File: config.mk
export PLATFORM = sky130hd
export DESIGN_NAME = spi_reg_bridge
export DESIGN_NICKNAME = d
export VERILOG_FILES = /design/src/rtl/spi_reg_bridge_pkg.sv /design/src/rtl/spi_reg_bridge_reg_bank.sv /design/src/rtl/spi_reg_bridge.sv
export SDC_FILE = /design/constraint.sdc
export NUM_CORES = 1
export LEC_CHECK = 0
export ABC_AREA = 1
export CORE_UTILIZATION = 35
export DETAILED_ROUTE_END_ITERATION = 8
export DONT_BUFFER_PORTS = 1
export SYNTH_ARGS = -nofsm -noshare
export SYNTH_HDL_FRONTEND = slang
export SYNTH_HIERARCHICAL = 1
export SYNTH_SLANG_ARGS = --single-unit
File: constraint.sdc
create_clock -name clk -period 3.85 [get_ports clk]
set_clock_uncertainty 0.05 [all_clocks]
set_input_delay 0.5775 -clock clk [delete_from_list [all_inputs] [get_ports clk]]
set_output_delay 0.5775 -clock clk [all_outputs]
set_load 0.05 [all_outputs]
File: src/rtl/spi_reg_bridge_pkg.sv
// Shared types and constants for the SPI register bridge.
// Optional write lock is enabled by defining SPI_REG_BRIDGE_WRLOCK_EN.
package spi_reg_bridge_pkg;

  typedef enum logic [1:0] {
    IDLE  = 2'd0,
    CMD   = 2'd1,
    WRITE = 2'd2,
    READ  = 2'd3
  } state_e;

  localparam int         RD_BIT   = 7;
  localparam logic [6:0] ID_ADDR  = 7'h7F;
  localparam logic [7:0] LOCK_KEY = 8'hA5;

  // 7-bit address step; wraps 7'h7F -> 7'h00
  function automatic logic [6:0] addr_inc(input logic [6:0] a);
    return a + 7'd1;
  endfunction

endpackage

File: src/rtl/spi_reg_bridge_reg_bank.sv
// Register array with write decode, one-cycle write strobes and a read mux.
// With SPI_REG_BRIDGE_WRLOCK_EN the top register gates writes to all others.
module spi_reg_bank
  import spi_reg_bridge_pkg::*;
#(
  parameter int         N_REGS  = 16,
  parameter logic [7:0] DEV_ID  = 8'h5A,
  parameter logic [7:0] RST_VAL = 8'h00
) (
  input  logic                clk,
  input  logic                rstn,
  input  logic                wr_en,
  input  logic [6:0]          wr_addr,
  input  logic [7:0]          wr_data,
  input  logic [6:0]          rd_addr,
  output logic [7:0]          rd_data,
  output logic [N_REGS*8-1:0] regs_q,
  output logic [N_REGS-1:0]   wr_strobe
);

  logic [7:0]        regs_reg [N_REGS];
  logic [N_REGS-1:0] hit_vec;
  logic [N_REGS-1:0] wr_strobe_reg;
  logic              wr_allow;

`ifdef SPI_REG_BRIDGE_WRLOCK_EN
  localparam logic [6:0] LOCK_ADDR = 7'(N_REGS - 1);
  // The lock register stays writable so a locked bank can always be reopened
  assign wr_allow = (wr_addr == LOCK_ADDR) || (regs_reg[N_REGS-1] == LOCK_KEY);
`else
  assign wr_allow = 1'b1;
`endif

  genvar gi;
  generate
    for (gi = 0; gi < N_REGS; gi++) begin : g_reg
      localparam logic [6:0] REG_ADDR = 7'(gi);

      assign hit_vec[gi] = wr_en && wr_allow && (wr_addr == REG_ADDR);

      always_ff @(posedge clk or negedge rstn) begin
        if (!rstn) begin
          regs_reg[gi] <= RST_VAL;
        end else if (hit_vec[gi]) begin
          regs_reg[gi] <= wr_data;
        end
      end

      assign regs_q[8*gi +: 8] = regs_reg[gi];
    end
  endgenerate

  always_ff @(posedge clk or negedge rstn) begin
    if (!rstn) begin
      wr_strobe_reg <= '0;
    end else begin
      wr_strobe_reg <= hit_vec;
    end
  end

  assign wr_strobe = wr_strobe_reg;

  always_comb begin
    rd_data = 8'h00;
    if (rd_addr == ID_ADDR) begin
      rd_data = DEV_ID;
    end
    for (int i = 0; i < N_REGS; i++) begin
      if (rd_addr == 7'(i)) begin
        rd_data = regs_reg[i];
      end
    end
  end

endmodule

File: src/rtl/spi_reg_bridge.sv
// Byte-level SPI command decoder: csn sync, frame FSM, auto-increment address, tx byte.
// Optional write lock (SPI_REG_BRIDGE_WRLOCK_EN) lives in spi_reg_bank.
module spi_reg_bridge
  import spi_reg_bridge_pkg::*;
#(
  parameter int         N_REGS  = 16,
  parameter logic [7:0] DEV_ID  = 8'h5A,
  parameter logic [7:0] RST_VAL = 8'h00
) (
  input  logic                clk,
  input  logic                rstn,
  input  logic                csn,
  input  logic [7:0]          rx_data,
  input  logic                rx_valid,
  input  logic                tx_req,
  output logic [7:0]          tx_data,
  output logic [N_REGS*8-1:0] regs_q,
  output logic [N_REGS-1:0]   wr_strobe,
  output logic                busy
);

  localparam logic [1:0] S_IDLE  = IDLE;
  localparam logic [1:0] S_CMD   = CMD;
  localparam logic [1:0] S_WRITE = WRITE;
  localparam logic [1:0] S_READ  = READ;

  logic [1:0] csn_sync_reg;
  logic       csn_d_reg;
  logic       csn_s;
  logic       csn_fall;

  logic [1:0] state_reg, state_next;
  logic [6:0] addr_reg, addr_next;
  logic [7:0] tx_data_reg, tx_data_next;
  logic [6:0] rd_addr;
  logic [7:0] rd_data;
  logic       wr_en;

  assign csn_s    = csn_sync_reg[1];
  assign csn_fall = csn_d_reg & ~csn_s;

  always_comb begin
    state_next   = state_reg;
    addr_next    = addr_reg;
    tx_data_next = tx_data_reg;
    rd_addr      = addr_reg;
    wr_en        = 1'b0;

    case (state_reg)
      S_IDLE: begin
        tx_data_next = DEV_ID;
        if (csn_fall) begin
          state_next = S_CMD;
        end
      end
      S_CMD: begin
        if (rx_valid) begin
          addr_next    = rx_data[6:0];
          rd_addr      = rx_data[6:0];
          tx_data_next = rd_data;
          state_next   = rx_data[RD_BIT] ? S_READ : S_WRITE;
        end
      end
      S_WRITE: begin
        if (rx_valid) begin
          wr_en     = 1'b1;
          addr_next = addr_inc(addr_reg);
        end
      end
      default: begin
        if (tx_req) begin
          addr_next    = addr_inc(addr_reg);
          rd_addr      = addr_inc(addr_reg);
          tx_data_next = rd_data;
        end
      end
    endcase

    // Deselect wins over everything except a write already accepted this cycle
    if (csn_s) begin
      state_next   = S_IDLE;
      addr_next    = addr_reg;
      tx_data_next = DEV_ID;
    end
  end

  always_ff @(posedge clk or negedge rstn) begin
    if (!rstn) begin
      csn_sync_reg <= 2'b11;
      csn_d_reg    <= 1'b1;
      state_reg    <= S_IDLE;
      addr_reg     <= 7'd0;
      tx_data_reg  <= DEV_ID;
    end else begin
      csn_sync_reg <= {csn_sync_reg[0], csn};
      csn_d_reg    <= csn_sync_reg[1];
      state_reg    <= state_next;
      addr_reg     <= addr_next;
      tx_data_reg  <= tx_data_next;
    end
  end

  spi_reg_bank #(
    .N_REGS  (N_REGS),
    .DEV_ID  (DEV_ID),
    .RST_VAL (RST_VAL)
  ) u_bank (
    .clk       (clk),
    .rstn      (rstn),
    .wr_en     (wr_en),
    .wr_addr   (addr_reg),
    .wr_data   (rx_data),
    .rd_addr   (rd_addr),
    .rd_data   (rd_data),
    .regs_q    (regs_q),
    .wr_strobe (wr_strobe)
  );

  assign tx_data = tx_data_reg;
  assign busy    = (state_reg != S_IDLE);

endmodule
-- Word level (Yosys, flattened, before mapping)
Index checks and enable logic that the tools add are counted.
- memories kept: 0
- bits in latches: 0
- register bits: 164
- output and inout port bits: 153
- bits in read-only memories: 0
- logic and storage cells: 122
- input port bits: 13
- bits in writable memories: 0
- magnitude comparators: 0
- multipliers: 0
- muxes and demuxes: 33
- div/mod/pow operators: 0
- equality and inequality tests: 37
- reduce and logical (&&, ||, !) cells: 26
- bitwise logic cells: 3
- shift operators: 0
- add/sub/neg operators: 1
- operators by type and width (cell ; count):
    $mux 8 ; 19
    $eq 7x4->1 const B ; 16
    $eq 7x3->1 const B ; 8
    $eq 7x2->1 const B ; 4
    $mux 7 ; 4
    $pmux 8 s3 ; 1
    $pmux 7 s3 ; 1
    $logic_and 1x1->1 ; 16
    $eq 7x1->1 const B ; 2
    $logic_not 7->1 ; 2
    $pmux 7 s2 ; 1
    $reduce_and 3->1 ; 3
    $add 7x1->7 const B ; 1
    $eq 7x7->1 const B ; 1
    $mux 2 ; 3
    $ne 3x3->1 const B ; 2
    $ne 2x2->1 const B ; 2
    $pmux 2 s2 ; 1
    $reduce_bool 4->1 ; 1
    $mux 1 ; 3
    $reduce_bool 3->1 ; 1
    $eq 2x1->1 const B ; 1
    $eq 2x2->1 const B ; 1
    $logic_not 2->1 ; 1
    4 further kinds ; 5

-- Depth between registers and ports, before layout
Gate-level depths: netlist (run 1).
- depth in word-level cells: 24
- mapped depth: 24
- depth with buffers taken out: 24

-- Modules after synthesis
Netlist (run 1), hierarchy kept.
- by module, submodules not included (module ; area each (sq um) ; cells an instance ; times used):
    spi_reg_bank ; 6343.6 ; 775 ; 1
    spi_reg_bridge ; 1440.1 ; 205 ; 1

-- Worst setup path before layout (run 1)
No wires, ideal clock.
- path kind: reg-to-reg
- start point: register state_reg[0]
- end point: register tx_data_reg[1], in the netlist tx_data[1]
- arrival: 2717 ps
- required time: 3717 ps
- clock period less this slack: 2849 ps
- buffers on the path: 1
- stages on the path, launching flop included: 20
- setup time: 83 ps
- path slack: 1001 ps
- path through: dfrtp_1 inv_1 ha_1 buf_2 nor2_1 inv_1 a21oi_1 a22oi_1 nand4_1 nor2_2 inv_2 or2_0 nand2_1 nand4_1 nor2_1 nand4_1 nor2_1 nand3_1 o21ai_0 o21ai_1
- word-level cells in the longest chain between the ends: 24
- RTL lines (what ; line ; text):
    start: declaration ; spi_reg_bridge.sv:32 ; logic [1:0] state_reg, state_next;
    start signal: assignment ; spi_reg_bridge.sv:97 ; state_reg <= state_next;
    $eq 2x2->1 / $logic_not 2->1 (equally long branches) ; spi_reg_bridge.sv:49 ; case (state_reg)
    $reduce_or 2->1 (no source line) ; -- ;
    $pmux 7 s2 * ; spi_reg_bridge.sv:49 ;
    named net rd_addr[2] ; spi_reg_bridge.sv:35 ; logic [6:0] rd_addr;
    $eq 7x7->1 ; spi_reg_bridge_reg_bank.sv:65 ; if (rd_addr == ID_ADDR) begin
    $mux 7 ; spi_reg_bridge_reg_bank.sv:65 ;
    $mux 8 (15 in series) ; spi_reg_bridge_reg_bank.sv:69 ; if (rd_addr == 7'(i)) begin
    $mux 8 * ; spi_reg_bridge_reg_bank.sv:69 ;
    named net rd_data[1] ; spi_reg_bridge.sv:36 ; logic [7:0] rd_data;
    $mux 8, on equally long branches ; spi_reg_bridge.sv:71, spi_reg_bridge.sv:57 ;
    $pmux 8 s3 * ; spi_reg_bridge.sv:49 ;
    $mux 8 * ; spi_reg_bridge.sv:80 ; if (csn_s) begin
    end signal: assignment ; spi_reg_bridge.sv:99 ; tx_data_reg <= tx_data_next;
    end: declaration ; spi_reg_bridge.sv:34 ; logic [7:0] tx_data_reg, tx_data_next;
Mark *: on every way through the listed nets, which the timed path passes. The rest lies on a longest branch. The select of a mux whose other input is x is not followed.
A chain may end at the register's enable or synchronous reset.

-- Worst setup path after layout (run 1)
- start point: register state_reg[1]
- end point: register tx_data_reg[6], in the netlist tx_data[6]
Same word-level chain as after synthesis.

==> summary.txt, run 1 <==
Clock tree
  – TritonCTS Sinks: 164
  – Clk_lat worst skew: roughly 0.44 ns
  – H-tree lvl count: 4
  – Root buf cell: clkbuf_16
  – Worst-path clk slew: around 0.07 ns
  – CTS buffer count: 17
  – CTS tree: done
  – CTS max path bufs: 2

Placement
  – Detailed Place HPWL: 19900 microns
  – Count of input and output buffers: 0
  – Gpl congestion: 0.925
  – Post-DP Area: slightly above 0.008 sq mm

Floorplan
  – Die area: between 0.02 and 0.025 sq mm
  – Chip Width: ~150 microns
  – I/O pin total: ~170
  – Starting density of the core: 0.357
  – Chip Height: 151 microns
  – Core footprint: 0.0218 sq mm
  – Standard-cell rows: 54

Synthesis
  – Post-synth net total: 998
  – Mux share of post-synthesis cell area: 0
  – Post-synthesis cell count: 980
  – Post-synth cell types: 38
  – Synth Area in Simple Gates: 0.256
  – Syn Area/Cell: roughly 7.9 sq um
  – Compound-Gate Fraction of Synth Area: 0.133
  – Synth Area in XOR/XNOR: 0.00225
  – Largest family of logic cells by synthesized area: simple AND/OR/NAND/NOR gates
  – Synth Warn #: 6
  – Synth Cell Area: 0.00778 sq mm
  – Share of the yosys chip area belonging to registers: 0.528
  – Post-synthesis register bit count: 164
  – Post-Synth Adder-Cell Area: 0.00804

Power
  – Lkg Pwr: roughly 4 nW
  – Internal power: about 4 mW
  – Clock network fraction of design power: 0.247
  – Switching pwr: approximately 3.8 mW
  – Flop pwr share: 0.468
  – Worst VDD drop: around 0.35 mV
  – Sw frac: 0.489
  – Combinational power share: 0.285
  – Power Density: a little under 900 mW/mm^2

Route
  – Vias: about 6700
  – WL/cell: 20.9 microns
  – Routed Antenna Nets: 0
  – Vias/cell: between 5 and 6
  – DRC: 0
  – First-pass detailed-route iteration total: 5
  – Iter 0 DRT Violations: around 590
  – WL final: 26700 microns

Run status
  – Failing checks: hold timing
  – Run status: finished, violations left

Critical path
  – Setup crit end kind: flop
  – Crit path depth: 22
  – Critical path class: flop to flop
  – CP Max Fanout: 7
  – Worst setup startpoint: state_reg[1]
  – Worst r2r src: state_reg[1]
  – Worst path slowest cell: dfrtp_1
  – CP dominant cell by count: nor2_1
  – Crit path to: tx_data[6]
  – CP max stage delay: roughly 0.40 ns
  – Delay-heaviest family, CP: simple AND/OR/NAND/NOR gates
  – Worst flop-to-flop path endpoint: tx_data[6]
  – Reg2Reg Depth: 22
  – Worst Setup Start Kind: flop
  – Crit-path cells: inv_1 -> ha_2 -> inv_1 -> a21oi_1 -> o21ai_1 -> a21oi_2 -> inv_1 -> nand2_1 -> nor2_1 -> buf_4 -> nand2_1 -> nor2_1 -> nor2_1 -> nand4_1 -> nand2_1 -> nand4_1 -> nor2_1 -> nand4_1 -> nor2_1 -> nand3_1 -> o21ai_0 -> o21ai_1
  – Reg2reg setup slack: 0.31 ns
  – Worst path buffer plus inverter count: 4
  – Critical Path RT: approximately 4.2 ns
  – Data arrival time of the critical path: roughly 3.8 ns

STA
  – Worst Tran Pin Value: approximately 0.73 ns
  – FMAX: approximately 0.28 GHz
  – Fin crit period: roughly 3.5 ns
  – Hold Worst Slack: -0.203 ns
  – Setup-failing EPs final: 0
  – Final Hold Viols: ~160
  – Final period utilization: 0.921
  – Slew Limit Fails: 0
  – Final setup TNS: 0 ns
  – RSZ-0062 raised after global routing: no
  – Max_slew headroom: 0.512

Finish
  – Filler cells: 2223
  – Commonest non-fill, non-tap cell in the layout: nand2_1
  – Finished Cell Area: ~0.0088 sq mm
  – Most frequent cells in the layout: nand2_1, dfrtp_1, o21ai_0
  – Share of cells above drive strength 1: 0.0882
  – Area delta synth->final: 13.0%
  – Largest register FFs: 128
  – Antenna cell count: 0
  – Nets: between 1000 and 1500

GRT
  – Antenna violations before repair: 0
  – Grt ovf: 0
  – Vias in the first global route: 6320
  – Total Routing Usage GR: 0.241
  – Pin count of the biggest net entering global routing: 165
  – First-pass GRT wire length: about 40000 microns

Hold path
  – HP Class: input pin to async pin

Job
  – Max cap viols: 0
metrics by stage:
| stage | setup WS [ns] | instances | util | power, mW | hold WS (ns) |
|---|---|---|---|---|---|
| 6_report | 0.306 | 1278 | 0.403 | 7.79 | -0.203 |
| 5_1_grt | 0.00864 | 1278 | 0.403 | 8.22 | -0.231 |
| 4_1_cts | 0.164 | 1278 | 0.403 | 7.80 | -0.228 |
| 3_5_place_dp | 0.195 | 1246 | 0.372 | 5.86 | 0.237 |
| 3_3_place_gp | 0.233 | 1246 | 0.372 | 5.84 | 0.238 |
| 2_1_floorplan | 1.00 | 980 | - | 5.03 | 0.232 |
cell families after synthesis:
kind of cell               after synthesis
DFF                                    164
AOI/OAI and AO/OA                      197
and+or+nand+nor                        472
adders and majority gates                5
buffers and inverters                  140
xor gates and xnor gates                 2
synth_stat cells (all sizes together):
cell | count | area, sq um
o211ai | 6 | 45.0
buf | 13 | 80.1
o22ai | 1 | 6.26
nor4 | 2 | 12.5
o21ai | 161 | 813
ha | 5 | 62.6
or2 | 11 | 68.8
a21oi | 24 | 135
nor2 | 86 | 370
nand4 | 24 | 150
nor3 | 4 | 25.0
inv | 107 | 404
dfstp | 7 | 184
clkinv | 1 | 3.75
clkbuf | 19 | 71.3
o31ai | 1 | 7.51
nand2 | 298 | 1120
nand2b | 1 | 6.26
xor2 | 1 | 8.76
dfrtp | 157 | 3930
nand3 | 46 | 240
a22oi | 2 | 15.0
xnor2 | 1 | 8.76
o21bai | 2 | 15.0
power by group through the flow:
| stage | Clock (mW) | Sequential [mW] | Combinational, mW |
|---|---|---|---|
| 2_1_floorplan | 0 | 3.46 | 1.56 |
| 3_3_place_gp | 0 | 3.69 | 2.15 |
| 3_5_place_dp | 0 | 3.68 | 2.17 |
| 4_1_cts | 1.96 | 3.65 | 2.19 |
| 5_1_grt | 2.04 | 3.69 | 2.49 |
| 6_report | 1.93 | 3.65 | 2.22 |
timing repair:
action,in CTS,in global routing
resized for setup,0,2
setup endpoints to repair,0,3
buffers inserted,0,0
hold endpoints to repair,164,161
how the worst min path moves through the flow:
stage | startpoint | end | cells after the start
floorplan | rstn | addr_reg[0] | 0
global placement | rstn | u_bank/wr_strobe[4] | 0
detailed placement | rstn | u_bank/wr_strobe[1] | 0
CTS | rstn | u_bank/regs_q[55] | 0
global route | rstn | u_bank/regs_q[48] | 0
finish | rstn | u_bank/wr_strobe[6] | 0
worst reg2reg max path: cells and delay by family (launching register included):
family,cells,cell delay [ns]
adders and majority gates,1,0.28
AOI/OAI and AO/OA,5,0.72
DFF,1,0.40
buffers and inverters,4,0.54
and+or+nand+nor,12,1.46
layout make-up:
class / instances / area, sq um / share of cell area
sequential: 164 / 4110 / 0.468
multi-input combinational: 676 / 3120 / 0.355
clock buffer: 21 / 470 / 0.0535
inverter: 108 / 408 / 0.0464
tap: 280 / 350 / 0.0398
clock inverter: 11 / 199 / 0.0226
timing repair buffer: 18 / 135 / 0.0154
metal layers:
layer	vias up	share of wire	GRT usage
li1	3168	-	-
met1	3222	0.43	0.326
met2	263	0.45	0.360
met3	39	0.096	0.0789
met4	0	0.023	0.0855
met5	-	0	0
No activity file was read; power rests on OpenSTA's default activity.
==> inputs of run 2 (changes only) <==
--- a/config.mk
+++ b/config.mk
@@ -6,9 +6,10 @@
 export NUM_CORES = 1
 export LEC_CHECK = 0
 export ABC_AREA = 1
-export CORE_UTILIZATION = 35
+export CORE_UTILIZATION = 55
 export DETAILED_ROUTE_END_ITERATION = 8
 export DONT_BUFFER_PORTS = 1
+export PLACE_DENSITY = 0.7
 export SYNTH_ARGS = -nofsm -noshare
 export SYNTH_HDL_FRONTEND = slang
 export SYNTH_HIERARCHICAL = 1
==> run 2 against run 1 <==
Against the previous run:
- the run still ends with hold timing left
- die area is 36% lower
- critical path depth decreased by 1
- worst hold slack worse by 0.0044 ns
- non-clock buffer count down 3
- cell area is 2.3% lower
- via count increased by 1.7%
- power shrank 2.5%
==> summary.txt, run 2 (synthesized netlist as in run 1, its figures left out) <==
Power
  – Sw frac: 0.501 (+0.0119)
  – Switching pwr: 3.80 mW (-0.16%)
  – Power Density: 884 mW/mm^2 (-0.23%)
  – Worst VDD drop: 0.434 mV (+23%)
  – Flop pwr share: 0.478 (+0.010)
  – Internal power: 3.79 mW (-4.8%)
  – Clock network fraction of design power: 0.229 (-0.018)
  – Lkg Pwr: 4.05 nW (-0.95%)
  – Combinational power share: 0.293 (+0.008)

Finish
  – Area delta synth->final: 10.4%
  – Antenna cell count: 0 (unchanged)
  – Most frequent cells in the layout: nand2_1, dfrtp_1, o21ai_0
  – Commonest non-fill, non-tap cell in the layout: nand2_1
  – Nets: 1000 (-0.30%)
  – Share of cells above drive strength 1: 0.0874 (-0.000739)
  – Largest register FFs: 128 (unchanged)

Clock tree
  – CTS buffer count: 17 (unchanged)
  – Clk_lat worst skew: 0.43 ns (about the same)
  – TritonCTS Sinks: 164 (unchanged)
  – CTS tree: done
  – Root buf cell: clkbuf_16
  – Setup bufs post-CTS: 0 (unchanged)
  – CTS max path bufs: 2 (unchanged)
  – Worst-path clk slew: 0.06 ns (about the same)
  – H-tree lvl count: 4 (unchanged)

Critical path
  – Data arrival time of the critical path: 3.83 ns (about the same)
  – Setup crit end kind: flop
  – Critical path class: flop to flop
  – Critical Path RT: 4.15 ns (about the same)
  – CP Max Fanout: 7 (unchanged)
  – Reg2Reg Depth: 21 (-4.5%)
  – Worst Setup Start Kind: flop

Hold path
  – HP Class: input pin to async pin

Placement
  – Place WS: 0.149 ns (-0.0458 ns)
  – Gpl congestion: 0.930 (+0.62%)
  – Count of input and output buffers: 0 (unchanged)
  – Detailed Place HPWL: 17800 microns (-10%)

Floorplan
  – Chip Width: 121 microns (-20%)
  – Core footprint: 0.0138 sq mm (-37%)
  – Die area: 0.0146 sq mm (-36%)
  – I/O pin total: 166 (unchanged)
  – Chip Height: 121 microns (-20%)
  – Starting density of the core: 0.563 (+0.206)
  – Standard-cell rows: 43 (-20%)

Route
  – Routed Antenna Nets: 0 (unchanged)
  – WL final: 24500 microns (-8.4%)
  – Iter 0 DRT Violations: 663 (+13%)
  – DRC: 0 (unchanged)
  – Vias/cell: 5.79 (+11%)
  – First-pass detailed-route iteration total: 6 (+1)
  – WL/cell: 20.8 microns (-0.36%)
  – Vias: 6804 (+1.7%)

STA
  – Worst setup margin: 0.323 ns (+0.0173 ns)
  – Slew Limit Fails: 0 (unchanged)
  – RSZ-0062 raised after global routing: no
  – Final setup TNS: 0 ns (unchanged)
  – Max_slew headroom: 0.501 (-0.0113)
  – Fin crit period: 3.53 ns (-0.0173 ns)
  – Worst Tran Pin Value: 0.748 ns (+0.0188 ns)
  – Final Hold Viols: 157 (-2.5%)
  – Hold Worst Slack: -0.208 ns (-0.00444 ns)
  – FMAX: 0.284 GHz (+0.49%)
  – Final period utilization: 0.916 (-0.00451)
  – Setup-failing EPs final: 0 (unchanged)

GRT
  – Vias in the first global route: 6418 (+1.6%)
  – Grt ovf: 0 (unchanged)
  – Pin count of the biggest net entering global routing: 165 (unchanged)
  – First-pass GRT wire length: 37400 microns (-6.1%)
  – Total Routing Usage GR: 0.350 (+0.109)
  – Antenna violations before repair: 0 (unchanged)

Job
  – Max cap viols: 0 (unchanged)

Run status
  – Run status: finished, violations left
  – Failing checks: hold timing
run 2: per-stage QoR:
stage	hold slack (ns)	utilization	cells	power [mW]	area, sq um
final	-0.208	0.621	1175	7.59	8590
after global routing	-0.225	0.621	1175	7.98	8590
after CTS	-0.222	0.620	1175	7.55	8580
after detailed placement	0.238	0.576	1143	5.81	7970
after global placement	0.238	0.576	1143	5.79	7970
after floorplan	0.232	-	980	5.03	7780
run 2: power by group through the flow:
stage	logic [mW]	clock network (mW)	registers [mW]
final	2.22	1.74	3.63
after global routing	2.48	1.83	3.67
after CTS	2.17	1.75	3.63
after detailed placement	2.15	0	3.66
after global placement	2.13	0	3.66
after floorplan	1.56	0	3.46
run 2: layer usage:
layer | track usage | wire [microns] | vias up
met1 | 0.461 | 9890 | 3233
li1 | - | - | 3169
met5 | 0 | 0 | -
met4 | 0.157 | 960 | 0
met2 | 0.528 | 10900 | 342
met3 | 0.112 | 2690 | 60
run 2: critical path, cell delays in order (launching register included):
cell     delay, ns
dfrtp_1       0.41
inv_1         0.12
ha_1          0.28
nor2_1        0.08
inv_1         0.21
a21oi_1       0.12
a21oi_2       0.24
inv_1         0.15
nand2_2       0.16
nor2_1        0.14
nand2_1       0.14
nor2_1        0.05
nor2_1        0.09
nand4_1       0.15
nand2_1       0.11
nand4_1       0.11
nor2_1        0.17
nand4_1       0.14
nor2_1        0.18
nand3_1       0.08
o21ai_0       0.18
o21ai_1       0.09
run 2: final timing paths:
check                                start         endpoint  slack, ns
max reg2reg                   state_reg[0]       tx_data[6]       0.32
min reg2reg                csn_sync_reg[0]  csn_sync_reg[1]       0.31
min in group clk                       csn  csn_sync_reg[0]       0.09
min                                   rstn      addr_reg[0]      -0.21
max                           state_reg[0]       tx_data[6]       0.32
max in group asynchronous             rstn       tx_data[1]       3.61
run 2: timing repair:
action | 4_1_cts | 5_1_grt
setup endpoints to repair | 0 | 5
endpoints found under the hold margin | 164 | 164
gates resized for setup | 0 | 5
run 2: layout make-up:
type	instances	area, sq um
clock buffer	21	470
clock inverter	11	139
fill	1197	5240
inverter	108	408
multi-input combinational	676	3120
sequential	164	4110
tap	180	225
timing repair buffer	15	113
